==> src/rtl/smc_pkg.sv <==
// Shared types and sizing helpers for the streaming drain-current / transconductance
// evaluator.
package smc_pkg;

    typedef enum logic [1:0] {
        IDLE,
        LOAD,
        SUM,
        OUT
    } state_e;

    function automatic int calc_val_w(input int vw);
        int m;
        m = (1 << vw) - 1;
        return $clog2((m * m * m) / 3 + 1);
    endfunction

    function automatic int calc_out_w(input int vw, input int k);
        int s;
        s = 0;
        for (int j = 0; j < k; j++) begin
            s += 3 + j;
        end
        return calc_val_w(vw) + $clog2(s);
    endfunction

    // Id sums weight the selected elements 3,4,5,...; gm sums are unweighted.
    function automatic int unsigned weight(input int unsigned j, input logic mode0);
        return mode0 ? 3 + j : 1;
    endfunction

endpackage

==> src/rtl/smc_cell_calc.sv <==
// Combinational per-transistor evaluator: Id or gm of one descriptor, floored
// after the divide by three.
module smc_cell_calc #(
    parameter int VW    = 3,
    parameter int VAL_W = 7
) (
    input  logic [VW-1:0]    w_i,
    input  logic [VW-1:0]    vgs_i,
    input  logic [VW-1:0]    vds_i,
    input  logic             is_id_i,
    output logic [VAL_W-1:0] value_o
);

    localparam int PW = 3 * VW + 2;

    logic [PW-1:0] w;
    logic [PW-1:0] vds;
    logic [PW-1:0] ov;
    logic [PW-1:0] prod;

    assign w   = PW'(w_i);
    assign vds = PW'(vds_i);
    // Wraps when vgs_i is zero, but that case is forced to cutoff below.
    assign ov  = PW'(vgs_i) - PW'(1);

    always_comb begin
        prod = '0;
        if (vgs_i != '0) begin
            if (ov > vds) begin
                prod = is_id_i ? w * vds * ((ov << 1) - vds) : (w * vds) << 1;
            end else begin
                prod = is_id_i ? w * ov * ov : (w * ov) << 1;
            end
        end
    end

    assign value_o = VAL_W'(prod / PW'(3));

endmodule

==> src/rtl/smc_stream.sv <==
// Streaming frame evaluator: inserts each accepted element into a descending sorted
// array, then sums a weighted top-K or bottom-K window over K cycles.
module smc_stream
    import smc_pkg::*;
#(
    parameter int N_CH = 6,
    parameter int K    = 3,
    parameter int VW   = 3,
    localparam int VAL_W = calc_val_w(VW),
    localparam int OUT_W = calc_out_w(VW, K)
) (
    input  logic             clk,
    input  logic             rst_n,
    input  logic             in_valid,
    output logic             in_ready,
    input  logic [1:0]       mode,
    input  logic [VW-1:0]    W,
    input  logic [VW-1:0]    V_GS,
    input  logic [VW-1:0]    V_DS,
    output logic             out_valid,
    output logic [OUT_W-1:0] out_n
);

    localparam int CW = $clog2(N_CH + 1);
    localparam int JW = $clog2(K + 1);
    localparam int IW = (N_CH > 1) ? $clog2(N_CH) : 1;

    state_e           state_q;
    logic [1:0]       mode_q;
    logic [CW-1:0]    cnt_q;
    logic [JW-1:0]    j_q;
    logic [OUT_W-1:0] acc_q;
    logic [OUT_W-1:0] acc_d;
    logic             out_valid_q;
    logic [OUT_W-1:0] out_n_q;
    logic [VAL_W-1:0] sorted_q [N_CH];
    logic [VAL_W-1:0] sorted_d [N_CH];

    logic             accept;
    logic             cell_is_id;
    logic [VAL_W-1:0] new_val;
    logic [N_CH-1:0]  keep;
    logic [IW-1:0]    sel_idx;

    assign in_ready  = (state_q == IDLE) || (state_q == LOAD);
    assign accept    = in_valid && in_ready;
    assign out_valid = out_valid_q;
    assign out_n     = out_n_q;

    // The first element of a frame is evaluated with the live mode, later ones with the latched copy.
    assign cell_is_id = (state_q == IDLE) ? mode[0] : mode_q[0];

    smc_cell_calc #(
        .VW   (VW),
        .VAL_W(VAL_W)
    ) u_calc (
        .w_i    (W),
        .vgs_i  (V_GS),
        .vds_i  (V_DS),
        .is_id_i(cell_is_id),
        .value_o(new_val)
    );

    // Occupied slots holding a value >= the newcomer stay put, so ties land after existing equals.
    always_comb begin
        keep = '0;
        for (int i = 0; i < N_CH; i++) begin
            keep[i] = (CW'(i) < cnt_q) && (sorted_q[i] >= new_val);
        end
        for (int i = 0; i < N_CH; i++) begin
            if (keep[i]) begin
                sorted_d[i] = sorted_q[i];
            end else if ((i == 0) || keep[(i == 0) ? 0 : i - 1]) begin
                sorted_d[i] = new_val;
            end else begin
                sorted_d[i] = sorted_q[(i == 0) ? 0 : i - 1];
            end
        end
    end

    assign sel_idx = mode_q[1] ? IW'(j_q) : IW'(N_CH - K) + IW'(j_q);
    assign acc_d   = acc_q + OUT_W'(weight(32'(j_q), mode_q[0])) * OUT_W'(sorted_q[sel_idx]);

    always_ff @(posedge clk or negedge rst_n) begin
        if (!rst_n) begin
            state_q     <= IDLE;
            mode_q      <= '0;
            cnt_q       <= '0;
            j_q         <= '0;
            acc_q       <= '0;
            out_valid_q <= 1'b0;
            out_n_q     <= '0;
            for (int i = 0; i < N_CH; i++) begin
                sorted_q[i] <= '0;
            end
        end else begin
            out_valid_q <= 1'b0;
            out_n_q     <= '0;
            case (state_q)
                IDLE, LOAD: begin
                    if (accept) begin
                        if (state_q == IDLE) begin
                            mode_q <= mode;
                        end
                        for (int i = 0; i < N_CH; i++) begin
                            sorted_q[i] <= sorted_d[i];
                        end
                        cnt_q   <= cnt_q + 1'b1;
                        state_q <= (cnt_q + 1'b1 == CW'(N_CH)) ? SUM : LOAD;
                    end
                end
                SUM: begin
                    acc_q <= acc_d;
                    j_q   <= j_q + 1'b1;
                    if (j_q == JW'(K - 1)) begin
                        state_q     <= OUT;
                        out_valid_q <= 1'b1;
                        out_n_q     <= acc_d;
                    end
                end
                OUT: begin
                    state_q <= IDLE;
                    cnt_q   <= '0;
                    j_q     <= '0;
                    acc_q   <= '0;
                    for (int i = 0; i < N_CH; i++) begin
                        sorted_q[i] <= '0;
                    end
                end
                default: state_q <= IDLE;
            endcase
        end
    end

endmodule

==> config.mk <==
export PLATFORM = sky130hd
export DESIGN_NAME = smc_stream
export DESIGN_NICKNAME = d
export VERILOG_FILES = /design/src/rtl/smc_pkg.sv /design/src/rtl/smc_cell_calc.sv /design/src/rtl/smc_stream.sv
export SDC_FILE = /design/constraint.sdc
export NUM_CORES = 1
export LEC_CHECK = 0
export ABC_CLOCK_PERIOD_IN_PS = 8100
export CAP_MARGIN = 15
export CORE_ASPECT_RATIO = 1.2
export CORE_MARGIN = 2
export CORE_UTILIZATION = 52
export DETAILED_ROUTE_END_ITERATION = 10
export PLACE_DENSITY = 0.68
export RECOVER_POWER = 100
export SETUP_SLACK_MARGIN = 0.05
export SYNTH_ARGS = -nofsm -noshare
export SYNTH_HDL_FRONTEND = slang
export SYNTH_SLANG_ARGS = --single-unit
==> constraint.sdc <==
create_clock -name clk -period 8.1 [get_ports clk]
set_input_delay 1.62 -clock clk [delete_from_list [all_inputs] [get_ports clk]]
set_output_delay 1.62 -clock clk [all_outputs]
set_load 0.02 [all_outputs]
==> Word level (Yosys, flattened, before mapping) <==
Index checks and enable logic that the tools add are counted.
{ "totals": {"input_bits": 14, "wordCells": 111, "reg_bits": 74, "output_inout_bits": 13} }
{ "classes": {"eq_ne": 13, "order_cmp": 14, "n_bitwise": 1, "n_mul": 5, "n_div": 1, "reduce_logical": 22, "mux": 35, "addsub": 7} }
{ "ops": {"columns": ["operator", "count"], "rows": [
  ["7-bit 2-to-1 mux", 13],
  ["42-bit case mux with 2 select lines", 1],
  ["11-bit 2-to-1 mux", 6],
  ["7-bit greater-or-equal comparator", 6],
  ["42-bit 2-to-1 mux", 1],
  ["11-bit by 11-bit multiplier with 11-bit output", 2],
  ["11-bit case mux with 2 select lines", 1],
  ["7-bit binary-select mux with 3-bit select", 1],
  ["3-bit AND reduction", 7],
  ["2-bit != test, second input constant", 8],
  ["11-bit by 10-bit adder with 11-bit output", 1],
  ["11-bit by 2-bit divider with 11-bit output, second input constant", 1],
  ["11-bit by 3-bit > comparator with 1-bit output", 1],
  ["3-bit by 11-bit multiplier with 11-bit output", 1],
  ["11-bit by 3-bit subtractor with 11-bit output", 1],
  ["3-bit by 7-bit multiplier with 10-bit output", 1],
  ["3-bit 2-to-1 mux", 3],
  ["1-bit logical AND", 7],
  ["2-bit by 2-bit adder with 3-bit output, first input constant", 2],
  ["2-bit equality test, second input constant", 3],
  ["1-bit by 3-bit less-than comparator with 1-bit output, first input constant", 2],
  ["2-bit by 3-bit less-than comparator with 1-bit output, first input constant", 2],
  ["3-bit less-than comparator, first input constant", 2],
  ["3-bit by 3-bit multiplier with 6-bit output", 1],
  ["other kinds (18)", 24]
]} }

==> Depth between registers and ports, before layout <==
{ "logic_depth": {"depth_word": 13, "depth_mapped": 65, "depth_no_buf": 60} }

==> Hierarchy <==
A second synthesis with hierarchy kept.
{ "hier_totals": {"hier_cells": 1173, "hier_area_um2": 10291.1} }
{ "modules_own_cells": {"columns": ["module", "area_each_um2", "cells_per_inst", "seq_area_each_um2", "n_inst"], "rows": [
  ["smc_stream", 6067.1, 639, 1851.8, 1],
  ["smc_cell_calc", 4224.1, 534, 0.0, 1]
]} }

==> Least setup slack after synthesis <==
OpenSTA, ideal clock, no wires.
{ "synth_path": {"kind": "input port to flip-flop", "startpoint": "in V_GS[0]", "endpoint": "reg sorted_q[36] in the netlist's numbering", "cell_stages": 59, "arrival_ns": 13.491, "required_time_ns": 7.945, "slack_ns": -5.546, "setup_ns": 0.155, "n_path_buf": 3, "cell_sequence": "inv_1 > nand2_1 > nor3_1 > inv_1 > fa_1 > inv_1 > ha_1 > nor2b_1 > o21ai_0 > nand2b_1 > fa_1 > nand2_1 > fa_1 > inv_1 > fa_1 > inv_1 > fa_1 > inv_1 > [... 23 more ...] > a211o_4 > nor2_1 > ha_1 > nand2b_1 > a21o_1 > a21oi_1 > nor2b_1 > o21ai_0 > nand2b_1 > a21oi_1 > nor2b_1 > o32a_1 > clkbuf_1 > inv_1 > nand2_1 > clkbuf_1 > nand3_1 > o21ai_0"} }
{ "synth_via": {"elab_chain_cells": 11, "word_cells_on_any_way": 19, "classes_between": "add/sub: 2; mul: 3; div: 1; order compare: 2; eq/ne: 1; mux: 7; reduce/logical: 3"} }
{ "synth_rtl": {"columns": ["item", "line_no", "text"], "rows": [
  ["from (decl)", "smc_stream.sv:18", "input logic [VW-1:0] V_GS,"],
  ["3-bit by 1-bit subtractor with 4-bit output", "smc_cell_calc.sv:24", "assign ov = PW'(vgs_i) - PW'(1);"],
  ["3-bit by 11-bit multiplier with 11-bit output / 11-bit by 3-bit subtractor with 11-bit output (equally long branches)", "smc_cell_calc.sv:32, smc_cell_calc.sv:30", null],
  ["11-bit by 11-bit multiplier with 11-bit output, on equally long branches", "smc_cell_calc.sv:32, smc_cell_calc.sv:30", null],
  ["11-bit 2-to-1 mux, on equally long branches", "smc_cell_calc.sv:32, smc_cell_calc.sv:30", null],
  ["11-bit 2-to-1 mux", "smc_cell_calc.sv:29", "if (ov > vds) begin"],
  ["11-bit 2-to-1 mux (*)", "smc_cell_calc.sv:28", "if (vgs_i != '0) begin"],
  ["11-bit by 2-bit divider with 11-bit output (*)", "smc_cell_calc.sv:37", "assign value_o = VAL_W'(prod / PW'(3));"],
  ["7-bit greater-or-equal comparator", "smc_stream.sv:68", "keep[i] = (CW'(i) < cnt_q) && (sorted_q[i] >= new_val);"],
  ["1-bit logical AND", "smc_stream.sv:68", null],
  ["2-bit != test (no line)", null, null],
  ["3-bit AND reduction (no line)", null, null],
  ["to (signal, indexed assignment)", "smc_stream.sv:106", "sorted_q[i] <= sorted_d[i];"],
  ["to (decl)", "smc_stream.sv:36", "logic [VAL_W-1:0] sorted_q [N_CH];"]
]} }
Mark *: on every way between the ends. The rest lies on a longest branch, timed or not. The select of a mux whose other input is x is not followed.
A chain may end at the register's enable or synchronous reset.

==> Worst setup path after layout <==
{ "layout_path": {"startpoint": "in V_GS[0]", "endpoint": "reg sorted_q[12] in the netlist's numbering"} }
{ "layout_via": {"elab_chain_cells": 13, "word_cells_on_any_way": 22, "classes_between": "add/sub: 2; mul: 3; div: 1; order compare: 3; eq/ne: 1; mux: 8; reduce/logical: 4"} }
{ "layout_rtl": {"columns": ["item", "line_no", "text"], "rows": [
  ["3-bit by 1-bit subtractor with 4-bit output", "smc_cell_calc.sv:24", null],
  ["3-bit by 11-bit multiplier with 11-bit output / 11-bit by 3-bit subtractor with 11-bit output (equally long branches)", "smc_cell_calc.sv:32, smc_cell_calc.sv:30", null],
  ["11-bit by 11-bit multiplier with 11-bit output, on equally long branches", "smc_cell_calc.sv:32, smc_cell_calc.sv:30", null],
  ["11-bit 2-to-1 mux, on equally long branches", "smc_cell_calc.sv:32, smc_cell_calc.sv:30", null],
  ["11-bit 2-to-1 mux", "smc_cell_calc.sv:29", null],
  ["11-bit 2-to-1 mux (*)", "smc_cell_calc.sv:28", null],
  ["11-bit by 2-bit divider with 11-bit output (*)", "smc_cell_calc.sv:37", null],
  ["7-bit greater-or-equal comparator", "smc_stream.sv:68", null],
  ["1-bit logical AND", "smc_stream.sv:68", null],
  ["7-bit 2-to-1 mux", "smc_stream.sv:73", "end else if ((i == 0) || keep[(i == 0) ? 0 : i - 1]) begin"],
  ["7-bit 2-to-1 mux", "smc_stream.sv:71", "if (keep[i]) begin"],
  ["42-bit 2-to-1 mux", "smc_stream.sv:101", "if (accept) begin"],
  ["42-bit case mux with 2 select lines", "smc_stream.sv:99", "case (state_q)"]
]} }
Marks and branches as above.

==> impl_metrics.yaml <==
run_status:
  status: "finished with violations"
  violations: "max-capacitance violations, max-slew violations, negative setup slack"
placement:
  dp_hpwl_mm: 21.9
  place_area_um2: 12300
  post-place-ws_ns: -5.58
  io_buffers: 26
  gp_congestion: 0.909
drt:
  first_pass_iters: 5
  vias: 9491
  dr.first_iter.drc_count: 554
  drc: 0
  wl_mm: 29.8
  routedWlPerCell_um: 17.8
  drt-vias-per-instance: 5.68
  ant_nets: 0
sta:
  relSlewSlack_pct: -173
  fin_crit_sh_pct: 157
  hold_viol: 0
  period_minus_slack_ns: 12.68
  report.final.slew_viol_count: 75
  postLayoutSetupSlackWorst_ns: -4.58
  rsz0062_at_grt: "true"
  finClkSkew_ns: 0.00995
  hold-worst-slack_ns: 0.523
  max_freq_ghz: 0.0789
  setup_viol: 42
  worst_pin_slew_ns: 4.10
synth:
  yosysSeqAreaShare_pct: 18.2
  async_flop_share_pct: 100
  synth_top_cells_by_area: "dfrtp_1 (18%), fa_1 (15%), ha_1 (15%), inv_1 (5.6%), mux2i_1 (4.3%)"
  synthCells: 1162
  synth_top_cell_area_share_pct: 18.2
  synth_warnings: 0
  yosys-top-cells-count: "inv_1 (152), ha_1 (120), nand2_1 (101), fa_1 (77), dfrtp_1 (74)"
  synth_area_per_cell_um2: 8.74
  syn_area_um2: 10200
  synth_nets: 1373
  ys_seq_elements: 74
  synth-edff-count: 0
  synth-main-ff-cell: "dfrtp_1"
  synth_most_common_cell: "inv_1"
  ys_types: 83
  netlist.top_cell.by_area: "dfrtp_1"
clock_tree:
  cts_tree: "done"
  clkTransAtPathRegs_ns: 0.06
  cts_num_sinks: 74
  cts_root_buf: "clkbuf_16"
  cts_hold_buf: 0
  cts_max_level: 3
  cts_buffers: 9
  clock_latency_ns: 0.34
  clk_path_buf_depth: 2
critical_path:
  cpMaxStageDelayCell: "fa_2"
  start_kind: "input pin"
  cpPeakStageDelay_ns: 0.54
  cp_max_fo: 6
  worstPathArrival_ns: 12.91
  critPathRequiredTime_ns: 8.33
  end_kind: "register"
  path_class: "input pin to register"
  cp_common_cell: "fa_1"
floorplan:
  fp.coreArea_um2: 19300
  pin_count: 27
  start_util_pct: 52.5
  rows: 56
  fp.dieH_um: 157
  die_area_um2: 20700
  die_x_um: 132
layout:
  nets: 1617
  layout-drive-gt1-share_pct: 30.7
  final_design_area_no_fill_um2: 13700
  insertedDiodeCount: 0
  area_growth_syn_to_layout_pct: 34.8
grt:
  grt_first_pass_wirelength_mm: 48.2
  use_met1_pct: 32.0
  busiest_layer: "met2"
  grtUsageMet2_pct: 54.4
  grtUsageTotal_pct: 29.0
  antenna_found_initial: 0
  grt_pass1_vias: 10000
  grt_max_degree: 75
  grt_overflow_total: 0
  met3_usage_pct: 2.93
run:
  drv_cap: 1
worst_hold_path:
  hp-class: "register to register"
[per-layer routing]
| layer | wire (um) | share of wire [%] |
|---|---|---|
| met5 | 0 | 0 |
| met4 | 1790 | 6.0 |
| met3 | 1090 | 3.7 |
| met2 | 15700 | 53 |
| met1 | 11100 | 37 |
[layout by cell type (no fill, tap or decap), types with 11 or more instances in the layout]
| master | count |
|---|---|
| nand3_2 | 17 |
| o21ai_1 | 37 |
| o21ai_0 | 26 |
| a21oi_1 | 35 |
| ha_4 | 12 |
| xor2_1 | 11 |
| mux2i_1 | 44 |
| nand2b_1 | 29 |
| inv_1 | 140 |
| dlygate4sd3_1 | 14 |
| fa_1 | 74 |
| nor2b_1 | 30 |
| xnor2_1 | 22 |
| buf_4 | 209 |
| a21o_1 | 18 |
| buf_6 | 29 |
| and2_1 | 20 |
| nor2_1 | 65 |
| dfrtp_1 | 74 |
| a21oi_2 | 14 |
| a211oi_1 | 11 |
| nand3_1 | 32 |
| nand2_1 | 92 |
| ha_1 | 108 |
[through the flow]
step,TNS (ns),std cells,utilization (%)
final,-185.65,1672,70.8
after global routing,-203.51,1672,70.8
after CTS,-177.46,1663,69.3
after detailed placement,-228.03,1620,63.8
after global placement,-218.10,1620,63.8
after floorplan,-190.86,1162,-
[worst max-delay path, delay by kind of cell]
family	cells	cell delay, ns
fa+ha+maj	12	4.82
simple gates	16	2.25
compound gates	14	2.13
buf+inv	15	1.34
mux	2	0.54
xor+xnor	1	0.17
[repair_timing]
action,4_1_cts,5_1_grt
endpoints found under the setup margin,42,42
pin swaps,74,32
cloned,3,1
resized for setup,154,55
buffers inserted,26,10
[sequential cells by signal, summed over array words and instances (netlist names)]
| register | cells |
|---|---|
| sorted_q | 42 |
| acc_q | 11 |
| out_n | 11 |
| cnt_q | 3 |
| j_q | 2 |
| mode_q | 2 |
| state_q | 2 |
| out_valid | 1 |
[cell families after synthesis]
group | after synthesis | synth area share (%)
compound gates | 228 | 14.8
buf+inv | 196 | 7.53
flops | 74 | 18.2
simple gates | 367 | 18.4
xor+xnor | 42 | 4.30
mux | 58 | 6.70
fa+ha+maj | 197 | 30.0
[layout make-up]
class                   instances  area [um^2]
flip-flops and latches         74         1850
clock inverters                 5         61.3
inverters                     155          596
repair buffers                274         2310
fillers                      1467         5650
well taps                     261          327
clock buffers                  11          243
multi-input cells             892         8300
[worst paths after layout]
path,slack [ns],from,depth (start not counted),to
worst max-delay path,-4.58,V_GS[0],60,sorted_q[12]
worst min register to register,0.52,sorted_q[0],2,sorted_q[0]
worst min-delay path,0.52,sorted_q[0],2,sorted_q[0]
max in group asynchronous,3.07,rst_n,1,sorted_q[8]
min in group asynchronous,2.70,rst_n,1,out_valid
worst max register to register,1.10,state_q[0],38,sorted_q[12]
Power is not shown: default switching activity piles up to over one toggle a cycle in this logic, so the estimate is an artifact.
